File: src/rtl/mem_port_scheduler_pkg.sv
// Shared constants and helpers for the main-memory port scheduler.
package mem_port_scheduler_pkg;

    // Line and address widths shared with the rest of the memory subsystem.
    localparam int LINE_W = 128;
    localparam int ADDR_W = 32;

    // Scheduler FSM encoding.
    localparam logic [0:0] ST_IDLE = 1'b0;
    localparam logic [0:0] ST_BUSY = 1'b1;

    // Bits needed to hold values 0..max_val (never less than one bit).
    function automatic int cnt_width(input int max_val);
        return (max_val < 1) ? 1 : $clog2(max_val + 1);
    endfunction

endpackage

File: src/rtl/mem_port_scheduler_picker.sv
// Combinational grant picker: starved requesters first, then fixed priority
// with index 0 highest inside whichever group is selected.
module prio_starve_picker
    import mem_port_scheduler_pkg::*;
#(
    parameter int NUM_PORTS = 3,
    parameter int IDX_W     = 2
) (
    input  logic [NUM_PORTS-1:0] req_i,
    input  logic [NUM_PORTS-1:0] starved_i,
    output logic [NUM_PORTS-1:0] grant_o,
    output logic [IDX_W-1:0]     idx_o
);

    logic [NUM_PORTS-1:0] cand;

    // Narrow to starved requesters if any exist, then pick the lowest index.
    always_comb begin
        cand    = (|(req_i & starved_i)) ? (req_i & starved_i) : req_i;
        grant_o = '0;
        idx_o   = '0;
        for (int i = NUM_PORTS - 1; i >= 0; i--) begin
            if (cand[i]) begin
                grant_o    = '0;
                grant_o[i] = 1'b1;
                idx_o      = IDX_W'(i);
            end
        end
    end

endmodule

File: src/rtl/mem_port_scheduler.sv
// Schedules several line-request ports onto the single main-memory port,
// one transaction in flight, with starvation promotion and a reply watchdog.
//
// Handshake: a port raises req (with we/addr/wdata stable) and holds it until
// it sees its ready pulse; ready is a single-cycle completion strobe, err
// accompanies ready when the watchdog aborted the transaction. A req still
// high the cycle after ready is a new request. Towards memory, mem_req is a
// one-cycle launch strobe carrying mem_we/mem_addr/mem_wdata, and mem_ready is
// a one-cycle completion strobe carrying mem_rdata; mem_ready seen while idle
// is a stale reply and is dropped.
module mem_port_scheduler
    import mem_port_scheduler_pkg::*;
#(
    parameter int NUM_PORTS      = 3,
    parameter int STARVE_LIMIT   = 4,
    parameter int TIMEOUT_CYCLES = 256
) (
    input  logic                        clk,
    input  logic                        rst_n,
    input  logic [NUM_PORTS-1:0]        req,
    input  logic [NUM_PORTS-1:0]        we,
    input  logic [NUM_PORTS*ADDR_W-1:0] addr,
    input  logic [NUM_PORTS*LINE_W-1:0] wdata,
    output logic [NUM_PORTS-1:0]        ready,
    output logic [NUM_PORTS-1:0]        err,
    output logic [LINE_W-1:0]           rdata,
    output logic                        mem_req,
    output logic                        mem_we,
    output logic [ADDR_W-1:0]           mem_addr,
    output logic [LINE_W-1:0]           mem_wdata,
    input  logic [LINE_W-1:0]           mem_rdata,
    input  logic                        mem_ready,
    output logic                        timeout_flag,
    output logic [0:0]                  dbg_state_o
);

    localparam int IDX_W  = cnt_width(NUM_PORTS - 1);
    localparam int WAIT_W = cnt_width(STARVE_LIMIT);
    localparam int TMO_W  = cnt_width((TIMEOUT_CYCLES > 0) ? TIMEOUT_CYCLES - 1 : 0);
    localparam logic [WAIT_W-1:0] WAIT_MAX = WAIT_W'(STARVE_LIMIT);
    localparam logic [TMO_W-1:0]  TMO_LAST = TMO_W'((TIMEOUT_CYCLES > 0) ? TIMEOUT_CYCLES - 1 : 0);
    localparam logic              WDOG_EN  = (TIMEOUT_CYCLES > 0);

    logic [0:0]           state_q, state_d;
    logic [IDX_W-1:0]     owner_q, owner_d;
    logic [WAIT_W-1:0]    wait_cnt_q [NUM_PORTS];
    logic [WAIT_W-1:0]    wait_cnt_d [NUM_PORTS];
    logic [TMO_W-1:0]     tmo_cnt_q, tmo_cnt_d;
    logic                 timeout_q, timeout_d;

    logic [NUM_PORTS-1:0] starved;
    logic [NUM_PORTS-1:0] grant;
    logic [IDX_W-1:0]     win_idx;
    logic                 launch, complete, abort;

    // A port is starved once it has lost STARVE_LIMIT arbitrations in a row.
    always_comb begin
        for (int i = 0; i < NUM_PORTS; i++) begin
            starved[i] = (wait_cnt_q[i] == WAIT_MAX);
        end
    end

    prio_starve_picker #(
        .NUM_PORTS (NUM_PORTS),
        .IDX_W     (IDX_W)
    ) u_picker (
        .req_i     (req),
        .starved_i (starved),
        .grant_o   (grant),
        .idx_o     (win_idx)
    );

    // Per-cycle events; a real reply beats a watchdog expiry in the same cycle.
    always_comb begin
        launch   = (state_q == ST_IDLE) && (|req);
        complete = (state_q == ST_BUSY) && mem_ready;
        abort    = WDOG_EN && (state_q == ST_BUSY) && !mem_ready && (tmo_cnt_q == TMO_LAST);
    end

    // FSM, owner, watchdog counter and sticky timeout flag next-state.
    always_comb begin
        state_d   = state_q;
        owner_d   = owner_q;
        tmo_cnt_d = tmo_cnt_q;
        timeout_d = timeout_q;
        if (launch) begin
            state_d   = ST_BUSY;
            owner_d   = win_idx;
            tmo_cnt_d = '0;
        end else if (complete) begin
            state_d = ST_IDLE;
        end else if (abort) begin
            state_d   = ST_IDLE;
            timeout_d = 1'b1;
        end else if ((state_q == ST_BUSY) && WDOG_EN) begin
            tmo_cnt_d = tmo_cnt_q + TMO_W'(1);
        end
    end

    // Wait counters: dropped req clears; on launch the winner clears and
    // every other requester counts up, saturating at the limit.
    always_comb begin
        for (int i = 0; i < NUM_PORTS; i++) begin
            wait_cnt_d[i] = wait_cnt_q[i];
            if (!req[i]) begin
                wait_cnt_d[i] = '0;
            end else if (launch) begin
                if (grant[i]) begin
                    wait_cnt_d[i] = '0;
                end else if (wait_cnt_q[i] != WAIT_MAX) begin
                    wait_cnt_d[i] = wait_cnt_q[i] + WAIT_W'(1);
                end
            end
        end
    end

    // Output steering; everything is forced low while reset is asserted.
    always_comb begin
        ready     = '0;
        err       = '0;
        rdata     = '0;
        mem_req   = 1'b0;
        mem_we    = 1'b0;
        mem_addr  = '0;
        mem_wdata = '0;
        if (rst_n) begin
            if (launch) begin
                mem_req   = 1'b1;
                mem_we    = we[win_idx];
                mem_addr  = addr[int'(win_idx)*ADDR_W +: ADDR_W];
                mem_wdata = wdata[int'(win_idx)*LINE_W +: LINE_W];
            end
            for (int i = 0; i < NUM_PORTS; i++) begin
                if ((complete || abort) && (owner_q == IDX_W'(i))) begin
                    ready[i] = 1'b1;
                    err[i]   = abort;
                end
            end
            if (complete) begin
                rdata = mem_rdata;
            end
        end
    end

    // State registers with asynchronous active-low reset.
    always_ff @(posedge clk or negedge rst_n) begin
        if (!rst_n) begin
            state_q   <= ST_IDLE;
            owner_q   <= '0;
            tmo_cnt_q <= '0;
            timeout_q <= 1'b0;
            for (int i = 0; i < NUM_PORTS; i++) begin
                wait_cnt_q[i] <= '0;
            end
        end else begin
            state_q   <= state_d;
            owner_q   <= owner_d;
            tmo_cnt_q <= tmo_cnt_d;
            timeout_q <= timeout_d;
            for (int i = 0; i < NUM_PORTS; i++) begin
                wait_cnt_q[i] <= wait_cnt_d[i];
            end
        end
    end

    assign timeout_flag = timeout_q;
    assign dbg_state_o  = state_q;

endmodule
File: config.mk
export PLATFORM = sky130hd
export DESIGN_NAME = mem_port_scheduler
export DESIGN_NICKNAME = d
export VERILOG_FILES = /design/src/rtl/mem_port_scheduler_pkg.sv /design/src/rtl/mem_port_scheduler_picker.sv /design/src/rtl/mem_port_scheduler.sv
export SDC_FILE = /design/constraint.sdc
export NUM_CORES = 1
export LEC_CHECK = 0
export BUFFER_PORTS_ARGS = -buffer_cell sky130_fd_sc_hd__buf_2
export CELL_PAD_IN_SITES_DETAIL_PLACEMENT = 1
export CELL_PAD_IN_SITES_GLOBAL_PLACEMENT = 1
export CORE_AREA = 10 10 347 349
export CTS_CLUSTER_DIAMETER = 80
export DETAILED_ROUTE_END_ITERATION = 7
export DIE_AREA = 0 0 357 359
export PLACE_DENSITY = 0.36
export RECOVER_POWER = 25
export SLEW_MARGIN = 20
export SYNTH_ARGS = -nofsm -noshare
export SYNTH_HDL_FRONTEND = slang
export SYNTH_HIERARCHICAL = 1
export SYNTH_SLANG_ARGS = --single-unit
File: constraint.sdc
create_clock -name clk -period 6.9 [get_ports clk]
set_clock_uncertainty 0.2 [all_clocks]
set_input_delay 0.69 -clock clk [delete_from_list [all_inputs] [get_ports clk]]
set_output_delay 0.69 -clock clk [all_outputs]
set_load 0.1 [all_outputs]
==> results.ini, run 1 <==
[outcome]
status=finished with violations
violations=capacitance limit, slew limit

[global_routing]
antenna_found_initial=31
grt_pass1_wl_mm=99.8
grt-ovfl-total=0
grt_max_degree=110
grt.total_usage_pct=11.0
grt_pass1_vias=11100

[logic_synthesis]
synthDistinctLibCells=45
synth-seq-cells=21
ys_seq_area_share_pct=8.48
yosysMostFrequentCell=nor2_1
postSynthCellCount=999
async_flop_share_pct=100
synth_top_area_cell=mux2i_1
netlist_area_mm2=0.00619
synth_flop_cell=dfrtp_1
yosys_warnings=6
synth_top_area_share_pct=26.7
synth-edff-count=0
synth_area_leaders=mux2i_1, nor2_1, and2_1
synthTopCellsByCount=nor2_1, a21oi_1, mux2i_1
avgSynthCellArea_um2=6.20
syn-num-nets=1623

[power_and_ir_drop]
vdd_drop_max_v=0.0000722
powerDensity_mw_per_mm2=115
p_leak_nw=6.31
power_w=0.00144

[placement]
place_congestion=0.894
place.port_buffers=914
hpwlAfterDp_mm=67.2

[timing]
hold_viol_final=0
setup_violations=0
slew_headroom_pct=-9.46
setup_tns_ns=0
rsz0062_at_grt=false
post-route-period-util_pct=76.9
period_needed_ns=5.30
finalMaxSlewViolations=76
max_freq_mhz=189
worstMarginPinSlew_ns=1.64

[setup_path]
critPathSlowestCell=clkbuf_1
path_depth=5
rr_endpoint=wait_cnt_q[1]$_DFFE_PN0P_
arrival_ns=4.41
rr_worst_depth=10
cp-start-kind=primary input
path_cells=clkbuf_1, and3_1, clkbuf_1, and2_1, buf_2
crit_path_frequent_cell=clkbuf_1
critPathTopFamily=buffers and inverters
worstSetupEndpointType=output port
worstPathMaxFanout=48
path_class=primary input to output port
crit_buf_inv=3
worstReg2RegStart=wait_cnt_q[6]$_DFFE_PN0P_
worstPathRequired_ns=6.01
worst_path_largest_cell_delay_ns=1.18
r2r_slack_ns=4.08

[route]
drtIter0Drc=456
final_antenna_net_count=0
wl_per_cell_um=22.5
via_per_inst=3.08
finalWirelength_mm=75.9
drc_errors=0
drt_pre_antenna_iters=4
vias=10400

[hold_path]
hp-class=flop to flop
min_path_cells=1
worstHoldStart=timeout_flag$_DFFE_PN0P_
min_to=timeout_flag$_DFFE_PN0P_

[cells_and_area]
fin_nets=2473
fill_cells=14100
post-route-util_pct=11.0
drive_gt1_share_pct=49.9
area_growth_pct=101

[floorplan]
num_rows=124
initial_core_util_pct=5.45
fp.coreArea_mm2=0.114
die_x_um=357
die_y_um=359
top_level_ports=915
dieArea_mm2=0.128

[clocking]
clock_latency_ns=0.27
cts_tree=yes
path_clk_slew_ns=0.07
cts_buffers=3
hold_buffers=0
clockRootBuffer=clkbuf_16
cts_resized=0
clock_sinks=21
clk_path_buf_depth=2
cts_setup_buffers=0
h-tree-depth=1

[run]
cap_violations=2

==> routing by layer <==
| layer | share of wire [%] | vias up | track usage (%) |
|---|---|---|---|
| li1 | - | 5031 | - |
| met1 | 43 | 4848 | 13.9 |
| met2 | 48 | 436 | 18.7 |
| met3 | 8.5 | 50 | 3.71 |
| met4 | 0.36 | 28 | 0.713 |
| met5 | 0.24 | - | 0 |
==> per-stage QoR <==
stage | worst slack, ns | hold slack [ns] | instances | area [um2]
after floorplan | 2.53 | 0.194 | 999 | 6190
after global placement | 2.31 | 0.249 | 3356 | 12400
after detailed placement | 2.36 | 0.251 | 3356 | 12400
after CTS | 2.06 | 0.271 | 3360 | 12500
after global routing | 0.996 | 0.314 | 3366 | 12500
final | 1.60 | 0.267 | 3373 | 12500
==> cell usage in the layout, fill, tap and decap left out, types with 8 or more instances in the layout <==
| master | synthesis | routed |
|---|---|---|
| clkbuf_1 | 37 | 25 |
| a21oi_1 | 165 | 164 |
| diode_2 | 0 | 13 |
| nor2b_1 | 9 | 8 |
| inv_1 | 12 | 12 |
| dfrtp_1 | 21 | 21 |
| nor2_1 | 335 | 335 |
| buf_2 | 40 | 891 |
| buf_4 | 2 | 16 |
| and2_1 | 133 | 130 |
| mux2i_1 | 165 | 165 |
==> kinds of logic after synthesis <==
kind of cell             synth area share [%]
multiplexers                             27.0
flip-flops                               8.48
adder cells (fa/ha/maj)                  1.41
AO/OA/AOI/OAI                            17.1
buffers and inverters                    8.52
XOR/XNOR                                0.283
AND/OR/NAND/NOR                          37.2
==> registers in the layout (all words and copies together) (netlist names) <==
signal,count
wait_cnt_q,9
owner_q,2
timeout_flag,1
tmo_cnt_q,8
dbg_state_o,1
==> power breakdown <==
part	total [W]	internal (W)	leakage [nW]	switching, W
clock	0.000135	0.0000789	0.0372	0.0000563
sequential	0.000143	0.000132	0.284	0.0000112
combinational	0.00116	0.000291	5.98	0.000869
total	0.00144	0.000502	6.31	0.000936
==> final cells by class <==
| class | instances | area (um2) | share of cell area, % |
|---|---|---|---|
| sequential | 21 | 526 | 4.21 |
| tap | 1512 | 1890 | 15.2 |
| clock buffer | 3 | 75.1 | 0.602 |
| clock inverter | 1 | 7.51 | 0.0602 |
| timing repair buffer | 935 | 4730 | 38.0 |
| antenna | 13 | 32.5 | 0.261 |
| inverter | 13 | 48.8 | 0.391 |
| multi-input combinational | 875 | 5150 | 41.3 |
==> worst reg2reg max path, stage by stage, from the launching register on <==
cell      delay [ns]
dfrtp_1         0.38
inv_1           0.08
ha_1            0.22
and2_0          0.21
nand2b_1        0.18
a221oi_1        0.42
buf_4           0.47
inv_1           0.13
a21o_1          0.20
a22oi_1         0.18
nor2b_1         0.06
==> worst max-delay path by stage <==
stage | start | to | slack, ns
after global placement | wait_cnt_q[6]$_DFFE_PN0P_ | mem_wdata[43] | 2.31
after floorplan | wait_cnt_q[6]$_DFFE_PN0P_ | mem_addr[0] | 2.53
after global routing | rst_n | rdata[87] | 1.0
after CTS | wait_cnt_q[6]$_DFFE_PN0P_ | mem_wdata[96] | 2.06
final | rst_n | rdata[87] | 1.60
after detailed placement | wait_cnt_q[6]$_DFFE_PN0P_ | mem_wdata[96] | 2.36
No activity file was read; power rests on OpenSTA's default activity.
==> run 2: changes to the inputs <==
--- a/config.mk
+++ b/config.mk
@@ -8,10 +8,10 @@
 export BUFFER_PORTS_ARGS = -buffer_cell sky130_fd_sc_hd__buf_2
 export CELL_PAD_IN_SITES_DETAIL_PLACEMENT = 1
 export CELL_PAD_IN_SITES_GLOBAL_PLACEMENT = 1
-export CORE_AREA = 10 10 347 349
+export CORE_AREA = 10 10 346 348
 export CTS_CLUSTER_DIAMETER = 80
 export DETAILED_ROUTE_END_ITERATION = 7
-export DIE_AREA = 0 0 357 359
+export DIE_AREA = 0 0 356 358
 export PLACE_DENSITY = 0.36
 export RECOVER_POWER = 25
 export SLEW_MARGIN = 20
==> constraint.sdc (replaced) <==
create_clock -name clk -period 5.2 [get_ports clk]
set_clock_uncertainty 0.2 [all_clocks]
set_input_delay 0.52 -clock clk [delete_from_list [all_inputs] [get_ports clk]]
set_output_delay 0.52 -clock clk [all_outputs]
set_load 0.1 [all_outputs]
==> run 2 against run 1 <==
Against the previous run:
- largest power group unchanged
- sequential cell count stayed put
- clock-buffer cell count did not move
- the run now ends clean
- clock power rose by 31%
- worst hold slack gained 0.0094 ns
- wire length is 1.3% higher
- register-to-register slack got worse by 1.9 ns
- critical path type unchanged
- via count is 0.48% higher
- worst setup slack got worse by 0.91 ns
- combinational power rose by 45%
- sequential share of layout area is 0.51 points lower
==> results.ini, run 2 (same netlist as run 1, synthesis figures left out) <==
[setup_path]
rr_worst_depth=8  ; -2
worstPathRequired_ns=4.48  ; -1.53 ns
worstReg2RegStart=wait_cnt_q[6]$_DFFE_PN0P_
cp-start-kind=primary input
worstPathMaxFanout=38  ; -21%
path_class=primary input to output port
worstSetupEndpointType=output port
r2r_slack_ns=2.22  ; -1.86 ns
rr_endpoint=owner_q[1]$_DFFE_PN0N_
cp-startpoint=rst_n
arrival_ns=3.79  ; -0.62 ns

[floorplan]
top_level_ports=915  ; unchanged
dieArea_mm2=0.127  ; -0.56%
fp.coreArea_mm2=0.112  ; -1.1%
num_rows=123  ; -0.81%
die_y_um=358  ; -0.28%
die_x_um=356  ; -0.28%
initial_core_util_pct=5.51  ; +0.059 points

[global_routing]
grt-ovfl-total=0  ; unchanged
grt_pass1_wl_mm=99.6  ; -0.19%
antenna_found_initial=48  ; +55%
grt.total_usage_pct=11.1  ; +0.042 points
grt_pass1_vias=11300  ; +2.2%
grt_max_degree=70  ; -36%

[cells_and_area]
fin_nets=2486  ; +0.53%
postLayoutCellArea_mm2=0.0142  ; +14%
largestRegisters=wait_cnt_q: 9 flops, tmo_cnt_q: 8 flops, owner_q: 2 flops
area_growth_pct=129
most-common-layout-cells=buf_2, nor2_1, mux2i_1, a21oi_1, and2_1
fill_cells=13800  ; -2.4%
final_common_cell=buf_2
largest_register=wait_cnt_q
drive_gt1_share_pct=49.4  ; -0.56 points
post-route-util_pct=12.6  ; +1.6 points
largest_reg_flops=9  ; unchanged

[run]
cap_violations=0  ; -2

[timing]
hold_viol_final=0  ; unchanged
setup_violations=0  ; unchanged
finalMaxSlewViolations=0  ; -100%
max_freq_mhz=222
slew_headroom_pct=1.51  ; +11 points
post-route-period-util_pct=86.8
rsz0062_at_grt=false
hold_ws_ns=0.276  ; +0.00945 ns
period_needed_ns=4.51
worstMarginPinSlew_ns=1.48  ; -0.158 ns
setup_tns_ns=0  ; unchanged

[clocking]
clock_latency_ns=0.27  ; about the same
cts_resized=0  ; unchanged
clk_path_buf_depth=2  ; unchanged
clockRootBuffer=clkbuf_16
cts_tree=yes
h-tree-depth=1  ; unchanged
hold_buffers=1  ; +1
path_clk_slew_ns=0.07  ; about the same
clock_sinks=21  ; unchanged
cts_setup_buffers=0  ; unchanged
cts_buffers=3  ; unchanged

[hold_path]
min_path_cells=1  ; unchanged
hp-class=flop to flop
min_to=timeout_flag$_DFFE_PN0P_
worstHoldStart=timeout_flag$_DFFE_PN0P_

[route]
wl_per_cell_um=22.7  ; +1.0%
via_per_inst=3.09  ; +0.15%
drtIter0Drc=442  ; -3.1%
final_antenna_net_count=0  ; unchanged
finalWirelength_mm=76.9  ; +1.3%
drt_pre_antenna_iters=5  ; +1
drc_errors=0  ; unchanged
vias=10400  ; +0.48%

[placement]
place_congestion=0.996  ; +11%
place.port_buffers=914  ; unchanged
hpwlAfterDp_mm=69.0  ; +2.8%
place_area_mm2=0.0141  ; +14%

[outcome]
status=completed

[power_and_ir_drop]
vdd_drop_max_v=0.000102  ; +41%
power_w=0.00205  ; +42%
p_leak_nw=6.64  ; +5.2%
powerDensity_mw_per_mm2=144  ; +25%

run 2: changes by cell type in the layout (fill, tap and decap cells not counted), moves of 2 or more:
cell	delta
diode_2	+10
clkbuf_2	+2
buf_4	+7
clkbuf_1	+17
buf_2	-122
buf_12	+108
run 2: power breakdown:
part	internal, W	switching, W	leakage, nW
Clock	0.000104	0.0000728	0.0410
Combinational	0.000504	0.00118	6.31
Sequential	0.000175	0.0000145	0.284
Total	0.000782	0.00126	6.64
run 2: final cells by class:
| type | count | area [um2] | area share (%) |
|---|---|---|---|
| Timing Repair Buffer | 948 | 6420 | 45.3 |
| Multi-Input combinational cell | 875 | 5180 | 36.5 |
| Tap cell | 1500 | 1880 | 13.2 |
| Sequential cell | 21 | 526 | 3.70 |
| Clock buffer | 3 | 75.1 | 0.529 |
| Antenna cell | 23 | 57.6 | 0.406 |
| Inverter | 13 | 48.8 | 0.344 |
| Clock inverter | 1 | 5.00 | 0.0353 |
run 2: worst max-delay path by stage:
stage / end / cells past startpoint
after floorplan: mem_addr[0] / 13
after global placement: mem_addr[7] / 11
after detailed placement: mem_addr[30] / 11
after CTS: mem_addr[30] / 11
after global routing: rdata[81] / 6
final: rdata[113] / 5
run 2: through the flow:
step / instances / setup WS, ns
floorplan: 999 / 0.999
global placement: 3356 / 1.18
detailed placement: 3356 / 1.16
CTS: 3361 / 0.867
global route: 3372 / 0.309
finish: 3384 / 0.686
run 2: critical path, stage by stage:
cell and delay [ns]:
dlygate4sd3_1 0.52, clkbuf_1 0.40, and3_1 0.99, and2_1 0.24
clkbuf_1 1.08
run 2: per-layer routing:
layer  global-route usage (%)  up-vias  wire length, um
li1                         -     5081                -
met1                     14.0     4849            32300
met2                     18.4      431            36500
met3                     3.93       60             7240
met4                    0.872       22              502
met5                     1.40        -              362
==> run 3: changes to the inputs <==
--- a/config.mk
+++ b/config.mk
@@ -5,14 +5,15 @@
 export SDC_FILE = /design/constraint.sdc
 export NUM_CORES = 1
 export LEC_CHECK = 0
-export BUFFER_PORTS_ARGS = -buffer_cell sky130_fd_sc_hd__buf_2
+export CAP_MARGIN = 20
 export CELL_PAD_IN_SITES_DETAIL_PLACEMENT = 1
 export CELL_PAD_IN_SITES_GLOBAL_PLACEMENT = 1
-export CORE_AREA = 10 10 346 348
+export CORE_AREA = 10 10 350 352
 export CTS_CLUSTER_DIAMETER = 80
 export DETAILED_ROUTE_END_ITERATION = 7
-export DIE_AREA = 0 0 356 358
-export PLACE_DENSITY = 0.36
+export DIE_AREA = 0 0 360 362
+export DONT_BUFFER_PORTS = 1
+export PLACE_DENSITY = 0.3
 export RECOVER_POWER = 25
 export SLEW_MARGIN = 20
 export SYNTH_ARGS = -nofsm -noshare
==> run 3 against run 2 <==
Against the previous run:
- the run now ends with capacitance limit left
- final cell count decreased by 21%
- die area increased by 2.3%
- design area decreased by 27%
- first-iteration DRC count decreased by 5.0%
- clock power decreased by 4%
- utilization decreased by 3.6 points
- combinational power decreased by 19%
- critical path type is now flop to output port
- maximum frequency increased by 0.66%
- worst hold slack got worse by 0.079 ns
- clock-buffer cell count unchanged
- register-to-register slack improved by 0.20 ns
==> results.ini, run 3 (same netlist as run 1, synthesis figures left out) <==
[clocking]
cts_setup_buffers=0  ; unchanged
clock_sinks=21  ; unchanged
clockRootBuffer=clkbuf_16
clk_path_buf_depth=2  ; unchanged
cts_buffers=3  ; unchanged
path_clk_slew_ns=0.07  ; about the same
h-tree-depth=1  ; unchanged
cts_tree=yes
clock_latency_ns=0.26  ; about the same

[power_and_ir_drop]
p_leak_nw=3.48  ; -48%
powerDensity_mw_per_mm2=165  ; +14%
vdd_drop_max_v=0.0000906  ; -11%

[placement]
place_inst=2667  ; -21%
place.port_buffers=0  ; -100%
place_area_mm2=0.0104  ; -26%
place_ws_ns=1.13  ; -0.0318 ns
hpwlAfterDp_mm=59.8  ; -13%
place_congestion=0.888  ; -11%

[setup_path]
worstPathMaxFanout=89  ; +130%
arrival_ns=3.76  ; -0.03 ns
cp-start-kind=flop
worstSetupEndpointType=output port
worstPathRequired_ns=4.48  ; about the same
path_class=flop to output port

[timing]
max_freq_mhz=223  ; +0.66%
hold_viol_final=0  ; unchanged
finalMaxSlewViolations=0  ; unchanged
worstMarginPinSlew_ns=1.50  ; +0.0195 ns
period_needed_ns=4.48  ; -0.0295 ns
slew_headroom_pct=0.217  ; -1.3 points
setup_tns_ns=0  ; unchanged
rsz0062_at_grt=false
setup_ws_ns=0.716  ; +0.0295 ns
post-route-period-util_pct=86.2  ; -0.57 points
setup_violations=0  ; unchanged

[cells_and_area]
largest_register=wait_cnt_q
postLayoutCellArea_mm2=0.0104  ; -27%
area_growth_pct=67.5
final_common_cell=nor2_1
instances_no_fill=2680  ; -21%
drive_gt1_share_pct=32.8  ; -17 points
largestRegisters=wait_cnt_q: 9 flops, tmo_cnt_q: 8 flops, owner_q: 2 flops
most-common-layout-cells=nor2_1, nor2_2, mux2i_1, a21oi_1, buf_4
fin_nets=1774  ; -29%
fill_cells=14000  ; +1.5%
seqCellArea_um2=526  ; unchanged
multi_input_area_mm2=0.00560  ; +8.2%
post-route-util_pct=8.99  ; -3.6 points
largest_reg_flops=9  ; unchanged

[floorplan]
fp.coreArea_mm2=0.115  ; +2.7%
num_rows=125  ; +1.6%
die_y_um=362  ; +1.1%
initial_core_util_pct=5.37  ; -0.15 points
dieArea_mm2=0.130  ; +2.3%
top_level_ports=915  ; unchanged
die_x_um=360  ; +1.1%

[run]
cap_violations=1  ; +1

[route]
vias=8081  ; -23%
finalWirelength_mm=66.8  ; -13%
drc_errors=0  ; unchanged
drt_pre_antenna_iters=4  ; -1
drtIter0Drc=420  ; -5.0%
wl_per_cell_um=24.9  ; +9.6%
final_antenna_net_count=0  ; unchanged
via_per_inst=3.02  ; -2.3%

[global_routing]
grt.total_usage_pct=9.34  ; -1.7 points
grt_pass1_wl_mm=85.6  ; -14%
grt-ovfl-total=0  ; unchanged
grt_pass1_vias=8525  ; -25%
antenna_found_initial=49  ; +2.1%
grt_max_degree=167  ; +140%

[outcome]
violations=capacitance limit
status=finished with violations

[hold_path]
hp-class=primary input to flop

[run 3: timing repair]
action | CTS | global route
hold endpoints to repair | 21 | 0
hold buffers | 2 | 0
gates resized for setup | 0 | 0
[run 3: worst max-delay path, cell delays in order (launching register included)]
cell,delay (ns)
dfrtp_1,0.32
clkbuf_1,0.69
and3_2,1.09
and2_1,0.25
clkbuf_1,1.09
[run 3: area by class of cell]
| class | count | share of cell area, % |
|---|---|---|
| antenna | 7 | 0.169 |
| clock buffer | 3 | 0.723 |
| clock inverter | 1 | 0.0482 |
| inverter | 13 | 0.470 |
| multi-input combinational | 875 | 54.0 |
| sequential | 21 | 5.06 |
| tap | 1524 | 18.4 |
| timing repair buffer | 236 | 21.2 |
[run 3: per-stage QoR]
stage	hold WS, ns	total power, W
after floorplan	0.0244	0.00123
after CTS	0.185	0.00175
after detailed placement	0.0259	0.00157
after global routing	0.189	0.00180
final	0.197	0.00171
after global placement	0.0256	0.00156
[run 3: layer usage]
layer  vias to the layer above  part of all wire (%)  global-route usage (%)
li1                       3633                     -                       -
met1                      3874                    42                    11.6
met2                       482                    48                    16.1
met3                        82                   8.8                    3.54
met4                        10                  0.87                   0.202
met5                         -                  0.10                       0
[run 3: final timing paths]
check	to	slack (ns)	cells past startpoint	startpoint
max in group asynchronous	wait_cnt_q[7]$_DFFE_PN0P_	3.14	2	rst_n
worst min register to register	owner_q[1]$_DFFE_PN0N_	0.36	1	owner_q[1]$_DFFE_PN0N_
min in group asynchronous	timeout_flag$_DFFE_PN0P_	0.88	2	rst_n
worst max register to register	wait_cnt_q[1]$_DFFE_PN0P_	2.42	9	wait_cnt_q[6]$_DFFE_PN0P_
worst min-delay path	wait_cnt_q[2]$_DFFE_PN0P_	0.20	2	req[2]
worst max-delay path	rdata[117]	0.72	4	dbg_state_o$_DFFE_PN0P_
[run 3: power by group]
part           switching [W]  total (W)  internal, W
logic                0.00106    0.00136     0.000295
registers         0.00000986   0.000185     0.000175
clock network      0.0000661   0.000170     0.000104
